## src/rtl/pipe_pkg.sv

```systemverilog
// Shared definitions for the pipe_stage_bank pipeline buffer: per-lane
// register actions and the index helpers used to address the flattened
// stage_valid / stage_data vectors.
package pipe_pkg;

  // What a single lane register does on the next clock edge.
  typedef enum logic [1:0] {
    ACT_HOLD   = 2'd0,
    ACT_LOAD   = 2'd1,
    ACT_BUBBLE = 2'd2
  } stage_act_e;

  // Bit position of stage s, lane l inside a flattened valid vector.
  function automatic int vld_idx(input int s, input int l, input int lanes);
    return (s * lanes) + l;
  endfunction

  // Low bit of stage s, lane l payload inside a flattened data vector.
  function automatic int dat_off(input int s, input int l, input int lanes, input int data_w);
    return vld_idx(s, l, lanes) * data_w;
  endfunction

endpackage

```

## src/rtl/pipe_stage_bank_if.sv

```systemverilog
// Bus bundle for pipe_stage_bank: upstream issue handshake, pipeline
// controls and the flattened per-stage view handed to consumers.
interface pipe_stage_bank_if #(
  parameter int LANES  = 2,
  parameter int DATA_W = 64,
  parameter int STAGES = 4
);
  logic                             stall_i;
  logic [LANES-1:0]                 valid_i;
  logic [LANES*DATA_W-1:0]          data_i;
  logic                             ready_o;
  logic [LANES-1:0]                 lane_hold_i;
  logic [STAGES-1:0]                flush_i;
  logic [STAGES*LANES-1:0]          stage_valid_o;
  logic [STAGES*LANES*DATA_W-1:0]   stage_data_o;

  // Issue/control side
  modport master (
    output stall_i, valid_i, data_i, lane_hold_i, flush_i,
    input  ready_o, stage_valid_o, stage_data_o
  );

  // Pipeline side
  modport slave (
    input  stall_i, valid_i, data_i, lane_hold_i, flush_i,
    output ready_o, stage_valid_o, stage_data_o
  );
endinterface

```

## src/rtl/pipe_stage_reg.sv

```systemverilog
// One pipeline stage: LANES valid/payload registers. Each lane is told
// to hold, load its upstream entry, or become a bubble. Any entry that
// ends up invalid always carries an all-zero payload.
module pipe_stage_reg
  import pipe_pkg::*;
#(
  parameter int LANES  = 2,
  parameter int DATA_W = 64
) (
  input  logic                    clock_i,
  input  logic                    reset_i,
  input  stage_act_e              act_i [LANES],
  input  logic [LANES-1:0]        up_valid_i,
  input  logic [LANES*DATA_W-1:0] up_data_i,
  output logic [LANES-1:0]        valid_o,
  output logic [LANES*DATA_W-1:0] data_o
);

  logic [LANES-1:0]        valid_q, valid_d;
  logic [LANES*DATA_W-1:0] data_q,  data_d;

  // Select each lane's next entry from its action, zeroing bubbles
  always_comb begin
    valid_d = valid_q;
    data_d  = data_q;
    for (int l = 0; l < LANES; l++) begin
      case (act_i[l])
        ACT_HOLD: begin
          valid_d[l]                                   = valid_q[l];
          data_d[dat_off(0, l, LANES, DATA_W) +: DATA_W] = data_q[dat_off(0, l, LANES, DATA_W) +: DATA_W];
        end
        ACT_LOAD: begin
          valid_d[l] = up_valid_i[l];
          if (up_valid_i[l]) begin
            data_d[dat_off(0, l, LANES, DATA_W) +: DATA_W] = up_data_i[dat_off(0, l, LANES, DATA_W) +: DATA_W];
          end else begin
            data_d[dat_off(0, l, LANES, DATA_W) +: DATA_W] = '0;
          end
        end
        ACT_BUBBLE: begin
          valid_d[l]                                   = 1'b0;
          data_d[dat_off(0, l, LANES, DATA_W) +: DATA_W] = '0;
        end
        default: begin
          // Unknown action: kill the entry rather than pass garbage on
          valid_d[l]                                   = 1'b0;
          data_d[dat_off(0, l, LANES, DATA_W) +: DATA_W] = '0;
        end
      endcase
    end
  end

  // Lane registers with asynchronous clear
  always_ff @(posedge clock_i or posedge reset_i) begin
    if (reset_i) begin
      valid_q <= '0;
      data_q  <= '0;
    end else begin
      valid_q <= valid_d;
      data_q  <= data_d;
    end
  end

  assign valid_o = valid_q;
  assign data_o  = data_q;

endmodule

```

## src/rtl/pipe_stage_bank.sv

```systemverilog
// pipe_stage_bank: STAGES x LANES register pipeline between issue and
// writeback with global stall, per-stage flush and in-order issue hold.
// Per edge the priority is reset, flush, stall, hold, normal advance.
// Optional macro PIPE_STAGE_BANK_PERF_EN adds bubble_cnt_o, a saturating
// count of invalid lanes leaving the last stage on unstalled edges.
module pipe_stage_bank
  import pipe_pkg::*;
#(
  parameter int LANES  = 2,
  parameter int DATA_W = 64,
  parameter int STAGES = 4
) (
  input  logic               clock_i,
  input  logic               reset_i,
`ifdef PIPE_STAGE_BANK_PERF_EN
  output logic [31:0]        bubble_cnt_o,
`endif
  pipe_stage_bank_if.slave   bus
);

  logic                           flush_any_s;
  int                             flush_top_s;
  logic                           hold_any_s;
  int                             hold_lane_s;
  stage_act_e                     act_s [STAGES][LANES];
  logic [STAGES*LANES-1:0]        stage_valid_s;
  logic [STAGES*LANES*DATA_W-1:0] stage_data_s;

  // Upstream may only issue when nothing stalls or holds stage 0
  assign bus.ready_o = ~bus.stall_i & ~(|bus.lane_hold_i);

  // Highest flushed stage and lowest (oldest) held lane
  always_comb begin
    flush_any_s = |bus.flush_i;
    flush_top_s = 0;
    for (int s = 0; s < STAGES; s++) begin
      flush_top_s = bus.flush_i[s] ? s : flush_top_s;
    end
    hold_any_s  = |bus.lane_hold_i;
    hold_lane_s = LANES;
    for (int l = LANES - 1; l >= 0; l--) begin
      hold_lane_s = bus.lane_hold_i[l] ? l : hold_lane_s;
    end
  end

  // Per stage/lane action in priority order: flush, stall, hold, advance
  always_comb begin
    for (int s = 0; s < STAGES; s++) begin
      for (int l = 0; l < LANES; l++) begin
        act_s[s][l] = ACT_LOAD;
        if (flush_any_s && (s <= flush_top_s)) begin
          act_s[s][l] = ACT_BUBBLE;
        end else if (flush_any_s && !bus.stall_i && (s == flush_top_s + 1)) begin
          // Upstream of this stage was just killed
          act_s[s][l] = ACT_BUBBLE;
        end else if (bus.stall_i) begin
          act_s[s][l] = ACT_HOLD;
        end else if (hold_any_s && (s == 0)) begin
          // Held lanes stay; older lanes move on and leave a bubble behind
          act_s[s][l] = (l >= hold_lane_s) ? ACT_HOLD : ACT_BUBBLE;
        end else if (hold_any_s && (s == 1)) begin
          act_s[s][l] = (l >= hold_lane_s) ? ACT_BUBBLE : ACT_LOAD;
        end else begin
          act_s[s][l] = ACT_LOAD;
        end
      end
    end
  end

  for (genvar s = 0; s < STAGES; s++) begin : g_stage
    logic [LANES-1:0]        up_valid_s;
    logic [LANES*DATA_W-1:0] up_data_s;

    if (s == 0) begin : g_head
      assign up_valid_s = bus.valid_i;
      assign up_data_s  = bus.data_i;
    end else begin : g_body
      assign up_valid_s = stage_valid_s[vld_idx(s - 1, 0, LANES) +: LANES];
      assign up_data_s  = stage_data_s[dat_off(s - 1, 0, LANES, DATA_W) +: LANES*DATA_W];
    end

    pipe_stage_reg #(
      .LANES  (LANES),
      .DATA_W (DATA_W)
    ) u_reg (
      .clock_i    (clock_i),
      .reset_i    (reset_i),
      .act_i      (act_s[s]),
      .up_valid_i (up_valid_s),
      .up_data_i  (up_data_s),
      .valid_o    (stage_valid_s[vld_idx(s, 0, LANES) +: LANES]),
      .data_o     (stage_data_s[dat_off(s, 0, LANES, DATA_W) +: LANES*DATA_W])
    );
  end

  assign bus.stage_valid_o = stage_valid_s;
  assign bus.stage_data_o  = stage_data_s;

`ifdef PIPE_STAGE_BANK_PERF_EN
  logic [31:0] bubble_cnt_q, bubble_cnt_d, idle_lanes_s;
  logic [32:0] bubble_sum_s;

  // Add the invalid lanes in the last stage on every unstalled edge, saturating
  always_comb begin
    idle_lanes_s = 32'd0;
    for (int l = 0; l < LANES; l++) begin
      idle_lanes_s = idle_lanes_s + {31'd0, ~stage_valid_s[vld_idx(STAGES - 1, l, LANES)]};
    end
    bubble_sum_s = {1'b0, bubble_cnt_q} + {1'b0, idle_lanes_s};
    if (bus.stall_i) begin
      bubble_cnt_d = bubble_cnt_q;
    end else if (bubble_sum_s[32]) begin
      bubble_cnt_d = 32'hFFFF_FFFF;
    end else begin
      bubble_cnt_d = bubble_sum_s[31:0];
    end
  end

  // Bubble counter register
  always_ff @(posedge clock_i or posedge reset_i) begin
    if (reset_i) begin
      bubble_cnt_q <= 32'd0;
    end else begin
      bubble_cnt_q <= bubble_cnt_d;
    end
  end

  assign bubble_cnt_o = bubble_cnt_q;
`endif

endmodule

```

## src/flat_wrapper.sv

```systemverilog
// flat-port wrapper written by rule: the top's interface ports become plain ports
module pipe_stage_bank_flat import pipe_pkg::*;
#(
  parameter int LANES  = 2,
  parameter int DATA_W = 64,
  parameter int STAGES = 4
)
  (clock_i, reset_i, bus_stall_i, bus_valid_i, bus_data_i, bus_lane_hold_i, bus_flush_i, bus_ready_o, bus_stage_valid_o, bus_stage_data_o);
  pipe_stage_bank_if #(.LANES(LANES), .DATA_W(DATA_W), .STAGES(STAGES)) bus_i ();
  input  logic clock_i;
  input  logic reset_i;
  input wire logic [$bits(bus_i.stall_i)-1:0] bus_stall_i;
  input wire logic [$bits(bus_i.valid_i)-1:0] bus_valid_i;
  input wire logic [$bits(bus_i.data_i)-1:0] bus_data_i;
  input wire logic [$bits(bus_i.lane_hold_i)-1:0] bus_lane_hold_i;
  input wire logic [$bits(bus_i.flush_i)-1:0] bus_flush_i;
  output wire logic [$bits(bus_i.ready_o)-1:0] bus_ready_o;
  output wire logic [$bits(bus_i.stage_valid_o)-1:0] bus_stage_valid_o;
  output wire logic [$bits(bus_i.stage_data_o)-1:0] bus_stage_data_o;
  assign bus_i.stall_i = bus_stall_i;
  assign bus_i.valid_i = bus_valid_i;
  assign bus_i.data_i = bus_data_i;
  assign bus_i.lane_hold_i = bus_lane_hold_i;
  assign bus_i.flush_i = bus_flush_i;
  assign bus_ready_o = bus_i.ready_o;
  assign bus_stage_valid_o = bus_i.stage_valid_o;
  assign bus_stage_data_o = bus_i.stage_data_o;
  pipe_stage_bank #(.LANES(LANES), .DATA_W(DATA_W), .STAGES(STAGES)) u_core (.clock_i(clock_i), .reset_i(reset_i), .bus(bus_i));
endmodule
```

## config.mk

```make
export PLATFORM = sky130hd
export DESIGN_NAME = pipe_stage_bank_flat
export DESIGN_NICKNAME = d
export VERILOG_FILES = /design/src/rtl/pipe_pkg.sv /design/src/rtl/pipe_stage_bank_if.sv /design/src/rtl/pipe_stage_reg.sv /design/src/rtl/pipe_stage_bank.sv /design/src/flat_wrapper.sv
export SDC_FILE = /design/constraint.sdc
export NUM_CORES = 1
export LEC_CHECK = 0
export CAP_MARGIN = 20
export CORE_AREA = 2 2 254 256
export CTS_BUF_LIST = sky130_fd_sc_hd__clkbuf_2
export DETAILED_ROUTE_END_ITERATION = 12
export DIE_AREA = 0 0 256 258
export DONT_BUFFER_PORTS = 1
export PLACE_DENSITY = 0.53
export SYNTH_ARGS = -nofsm -noshare
export SYNTH_HDL_FRONTEND = slang
export SYNTH_SLANG_ARGS = --single-unit
```

## constraint.sdc

```tcl
create_clock -name clock_i -period 30.5 [get_ports clock_i]
set_input_delay 6.1 -clock clock_i [delete_from_list [all_inputs] [get_ports clock_i]]
set_output_delay 6.1 -clock clock_i [all_outputs]
set_load 0.005 [all_outputs]
```

==> results of run 1 <==
[cell families (layout without fill, tap and decap cells)]
| group | after synthesis | in the layout | share of synthesized area [%] |
|---|---|---|---|
| buffers and inverters | 129 | 242 | 3.64 |
| other | 0 | 3 | 0 |
| AND/OR/NAND/NOR | 148 | 148 | 3.70 |
| AO/OA/AOI/OAI | 520 | 520 | 23.0 |
| flip-flops | 520 | 520 | 69.6 |
[power by group]
group / leakage (nW) / internal (mW) / total, mW / switching [mW]
Combinational: 1.69 / 0.00268 / 0.0284 / 0.0257
Clock: 0.911 / 0.194 / 0.482 / 0.288
Sequential: 7.27 / 0.689 / 0.690 / 0.000512
Total: 9.87 / 0.886 / 1.20 / 0.314
[worst paths after layout]
check / startpoint / to / slack, ps / cells past startpoint
worst max-delay path: bus_stall_i / bus_ready_o / 16670 / 3
worst min-delay path: u_core.g_stage[3].u_reg.valid_o[1]$_DFFE_PP0P_ / u_core.g_stage[3].u_reg.valid_o[1]$_DFFE_PP0P_ / 520 / 1
worst max register to register: u_core.g_stage[0].u_reg.valid_o[0]$_DFFE_PP0P_ / u_core.g_stage[1].u_reg.data_o[7]$_DFFE_PP0P_ / 28670 / 3
worst min register to register: u_core.g_stage[3].u_reg.valid_o[1]$_DFFE_PP0P_ / u_core.g_stage[3].u_reg.valid_o[1]$_DFFE_PP0P_ / 520 / 1
max in group asynchronous: reset_i / u_core.g_stage[3].u_reg.data_o[127]$_DFFE_PP0P_ / 23470 / 3
min in group asynchronous: reset_i / u_core.g_stage[2].u_reg.data_o[117]$_DFFE_PP0P_ / 4920 / 1
[area by class of cell]
cell class	count	share of cell area (%)
sequential	520	63.6
multi-input combinational	668	24.6
tap	855	5.23
clock buffer	193	4.72
clock inverter	27	1.00
timing repair buffer	20	0.795
inverter	2	0.0734
antenna	3	0.0367
[flip-flops by register name (all words and copies together), names as in the netlist]
name and count:
u_core.g_stage.u_reg.data_o 512, u_core.g_stage.u_reg.valid_o 8
[synthesized netlist by cell type (all sizes together)]
master,instances
dfrtp,520
a22o,448
buf,79
nand2,66
a21oi,65
nand3,64
clkbuf,48
a21o,7
and3,5
nor2,4
and2,2
inv,2
nor2b,2
nor3,1
nor4,1
nor4b,1
or3,1
or4,1
[metal layers]
layer	track usage, %	wire length (um)	vias up
met2	28.1	29900	690
met1	22.3	24100	6560
li1	-	-	5138
met5	0	10	-
met3	7.01	5570	145
met4	8.66	2110	2
[through the flow]
stage | total power [mW] | hold WS [ps] | cells
floorplan | 0.726 | 474 | 1317
detailed placement | 0.733 | 500 | 2065
CTS | 1.22 | 521 | 2285
global route | 1.26 | 537 | 2288
global placement | 0.732 | 495 | 2065
finish | 1.20 | 520 | 2288
[worst max-delay path, delay by kind of cell]
kind	cells	cell delay, ps
buffers and inverters	2	780
and+or+nand+nor	1	650
==> qor.yml, run 1 <==
outcome:
  status: "complete, no violations"
flow_run:
  drv_cap: 0
route:
  antenna_left: 0
  wl_per_cell_um: 27.0
  drtPass1Iterations: 5
  drt-vias-per-instance: 5.48
  num_vias: 12500
  wl_mm: 61.7
  drc: 0
  drt_iter0_markers: 1015
sta:
  slew_headroom_pct: 37.6
  final_hold_viol_count: 0
  skew_ps: 97.8
  fin_ws_ps: 16670
  fin_crit_ps: 13830
  worst_pin_slew_ps: 936
  rsz0062_at_grt: "false"
  fmaxAchievable_mhz: 72.3
  period_share_pct: 45.3
  setup_viol: 0
  report.final.slew_viol_count: 0
  tns_ps: 0
final_layout:
  fillerInstances: 6421
  final_common_cell: "dfrtp_1"
  final_nets: 1490
  finish.utilization_pct: 32.2
  multiInputGateArea_sq_mm: 0.00503
  seqCellArea_sq_mm: 0.0130
  mostFrequentLayoutCells: "520 x dfrtp_1, 448 x a22o_1, 193 x clkbuf_2, 66 x nand2_1, 65 x a21oi_1"
  drive_gt1_share_pct: 17.1
  fin_area_sq_mm: 0.0205
  area_delta_synth_final_pct: 9.54
die:
  die_h_um: 258
  coreArea_sq_mm: 0.0636
  io_pins: 660
  dieArea_sq_mm: 0.0660
  die_x_um: 256
  initial_utilization_pct: 29.4
  row_count: 93
clock_network:
  cts.sinks: 520
  post_cts_buffers: 0
  htreeDepth: 4
  cts_tree: "yes"
  cts_buffer_depth: 3
  clock_latency_ps: 1210
  cts_root_buf: "clkbuf_2"
  clkTransAtPathRegs_ps: 90
  cts_hold_buf: 0
  cts_buffers: 139
  cts_resized: 0
synthesis:
  syn_nets: 1456
  synthDominantCellAreaShare_pct: 69.6
  synth-seq-cells: 520
  synth_largest_area_cell: "dfrtp_1"
  avgSynthCellArea_sq_um: 14.2
  ys_seq_area_share_pct: 69.6
  netlist_instances: 1317
  post_synth_num_cell_types: 23
  syn-cell-area_sq_mm: 0.0187
  yosysWarnings: 0
  synth_area_leaders: "dfrtp_1 70%, a22o_1 21%, a21oi_1 1.7%"
grt:
  grt-ovfl-total: 0
  grt_pass1_wl_mm: 90.7
  grt_max_degree: 155
  antenna_found_initial: 5
  grtUsageTotal_pct: 18.1
  grt_pass1_vias: 12700
hold_path:
  hp-class: "register to register"
place:
  post-dp-hpwl_mm: 40.7
  place_ws_ps: 16720
  dpl-instance-area_sq_mm: 0.0193
  numPortBuffers: 0
  globalplace.congestion: 0.844
critical_path:
  crit_type: "input port to output pin"
  crit_path_cell_trace: "or3_4, inv_2, buf_4"
  worst_path_largest_cell_delay_ps: 650
  startpoint_type: "input port"
  cp_max_fo: 68
  slowest_stage: "or3_4"
  crit_required_ps: 24400
  worst_setup_path_end_kind: "output pin"
  cp.arrival_ps: 7730
power_and_ir_drop:
  power.density_mw_per_mm2: 58.6
  p_leak_nw: 9.87
  ir_drop_mv: 0.0292
Power figures use the tool's default switching activity.
==> inputs of run 2 (changes only) <==
==> constraint.sdc (replaced) <==
create_clock -name clock_i -period 13.3 [get_ports clock_i]
set_input_delay 2.66 -clock clock_i [delete_from_list [all_inputs] [get_ports clock_i]]
set_output_delay 2.66 -clock clock_i [all_outputs]
set_load 0.005 [all_outputs]
==> run 2 against run 1 <==
  * Non-clock buffer count up 2
  * Critical path depth unchanged
  * Global-route usage is essentially flat
  * Wire length about the same
  * Sequential power is 130% higher
  * Critical endpoint unchanged
  * Largest power group unchanged
==> qor.yml, run 2 (synthesis results as in run 1) <==
power_and_ir_drop:
  p_leak_nw: 9.90  # +0.28%
  total_power_mw: 2.77  # +130%
  power.density_mw_per_mm2: 135  # +130%
  ir_drop_mv: 0.0583  # +99%
sta:
  slew_headroom_pct: 30.1  # -7.5 points
  worst_pin_slew_ps: 1050  # +113 ps
  skew_ps: 80.5  # -17.3 ps
  tns_ps: 0  # unchanged
  fmaxAchievable_mhz: 161
  fin_ws_ps: 7080  # -9600 ps
  rsz0062_at_grt: "false"
  fin_crit_ps: 6220
  setup_viol: 0  # unchanged
  final_hold_viol_count: 0  # unchanged
  period_share_pct: 46.8
  report.final.slew_viol_count: 0  # unchanged
  whs_ps: 532  # +12.1 ps
route:
  drc: 0  # unchanged
  wl_per_cell_um: 26.9  # about the same
  drt-vias-per-instance: 5.47  # -0.15%
  antenna_left: 0  # unchanged
  wl_mm: 61.7  # about the same
  num_vias: 12500  # -0.016%
  drtPass1Iterations: 8  # +3
  drt_iter0_markers: 1174  # +16%
clock_network:
  clock_latency_ps: 1210  # about the same
  cts_buffers: 135  # -2.9%
  cts_buffer_depth: 3  # unchanged
  clkTransAtPathRegs_ps: 100  # about the same
  cts.sinks: 520  # unchanged
  cts_root_buf: "clkbuf_2"
  cts_hold_buf: 0  # unchanged
  post_cts_buffers: 0  # unchanged
  cts_tree: "yes"
  htreeDepth: 4  # unchanged
  cts_resized: 0  # unchanged
outcome:
  status: "complete, no violations"
place:
  post-dp-hpwl_mm: 40.5  # -0.65%
  dpl-instance-area_sq_mm: 0.0193  # about the same
  place_ws_ps: 7070  # -9660 ps
  globalplace.congestion: 0.878  # +4.1%
  numPortBuffers: 0  # unchanged
die:
  die_h_um: 258  # unchanged
  dieArea_sq_mm: 0.0660  # unchanged
  row_count: 93  # unchanged
  coreArea_sq_mm: 0.0636  # unchanged
  io_pins: 660  # unchanged
  die_x_um: 256  # unchanged
  initial_utilization_pct: 29.4  # unchanged
final_layout:
  final_nets: 1488  # -0.13%
  fin_area_sq_mm: 0.0205  # +0.23%
  area_delta_synth_final_pct: 9.80
  final_common_cell: "dfrtp_1"
  drive_gt1_share_pct: 17.3  # +0.22 points
  largest_register_ff_count: 512  # unchanged
  mostFrequentLayoutCells: "520 x dfrtp_1, 448 x a22o_1, 199 x clkbuf_2, 66 x nand2_1, 65 x a21oi_1"
hold_path:
  hp-class: "register to register"
grt:
  antenna_found_initial: 3  # -2
  grt-ovfl-total: 0  # unchanged
  grt_pass1_vias: 12500  # -1.5%
  grtUsageTotal_pct: 18.1  # -0.046 points
  grt_max_degree: 169  # +9.0%
  grt_pass1_wl_mm: 90.7  # about the same
flow_run:
  drv_cap: 0  # unchanged
critical_path:
  cp_max_fo: 66  # -2.9%
  worst_setup_path_end_kind: "output pin"
  cp.arrival_ps: 3560  # -4170 ps
  crit_required_ps: 10640  # -13,760 ps
  startpoint_type: "input port"
  crit_type: "input port to output pin"
==> run 2: layer usage <==
metal	global-route usage [%]	up-vias	wire length [um]
met4	7.39	2	1600
met3	6.12	111	5400
met1	22.5	6574	24100
met5	0	-	16
li1	-	5142	-
met2	29.0	704	30600
==> run 2: worst paths after layout <==
| path | endpoint | from | slack [ps] | cells after the start |
|---|---|---|---|---|
| setup / recovery | bus_ready_o | bus_stall_i | 7080 | 3 |
| hold / removal | u_core.g_stage[2].u_reg.data_o[27]$_DFFE_PP0P_ | u_core.g_stage[1].u_reg.data_o[27]$_DFFE_PP0P_ | 530 | 1 |
| setup reg to reg | u_core.g_stage[1].u_reg.data_o[2]$_DFFE_PP0P_ | u_core.g_stage[0].u_reg.valid_o[0]$_DFFE_PP0P_ | 11500 | 3 |
| hold reg to reg | u_core.g_stage[2].u_reg.data_o[27]$_DFFE_PP0P_ | u_core.g_stage[1].u_reg.data_o[27]$_DFFE_PP0P_ | 530 | 1 |
| max in group asynchronous | u_core.g_stage[0].u_reg.data_o[54]$_DFFE_PP0P_ | reset_i | 9150 | 4 |
| min in group asynchronous | u_core.g_stage[3].u_reg.data_o[4]$_DFFE_PP0P_ | reset_i | 1320 | 1 |
==> run 2: worst max-delay path: stages <==
cell and delay (ps):
or3_4 350, buf_4 350, inv_2 180
==> run 2: power by group <==
| part | total [mW] | switching (mW) | internal (mW) |
|---|---|---|---|
| clock | 1.12 | 0.647 | 0.473 |
| combinational | 0.0659 | 0.0595 | 0.00636 |
| sequential | 1.58 | 0.00119 | 1.58 |
==> run 2: area by class of cell <==
class                   count  area, sq um
diodes                      1         2.50
clock inverters            24          216
repair buffers             22          178
inverters                   2         11.3
multi-input cells         668         5030
well taps                 855         1070
fillers                  6392        43100
flip-flops and latches    520        13000
clock buffers             199          996
==> run 2: metrics by stage <==
stage,std cells,utilization (%)
CTS,2290,32.2
finish,2291,32.2
floorplan,1317,-
global route,2291,32.2
detailed placement,2067,30.3
global placement,2067,30.3
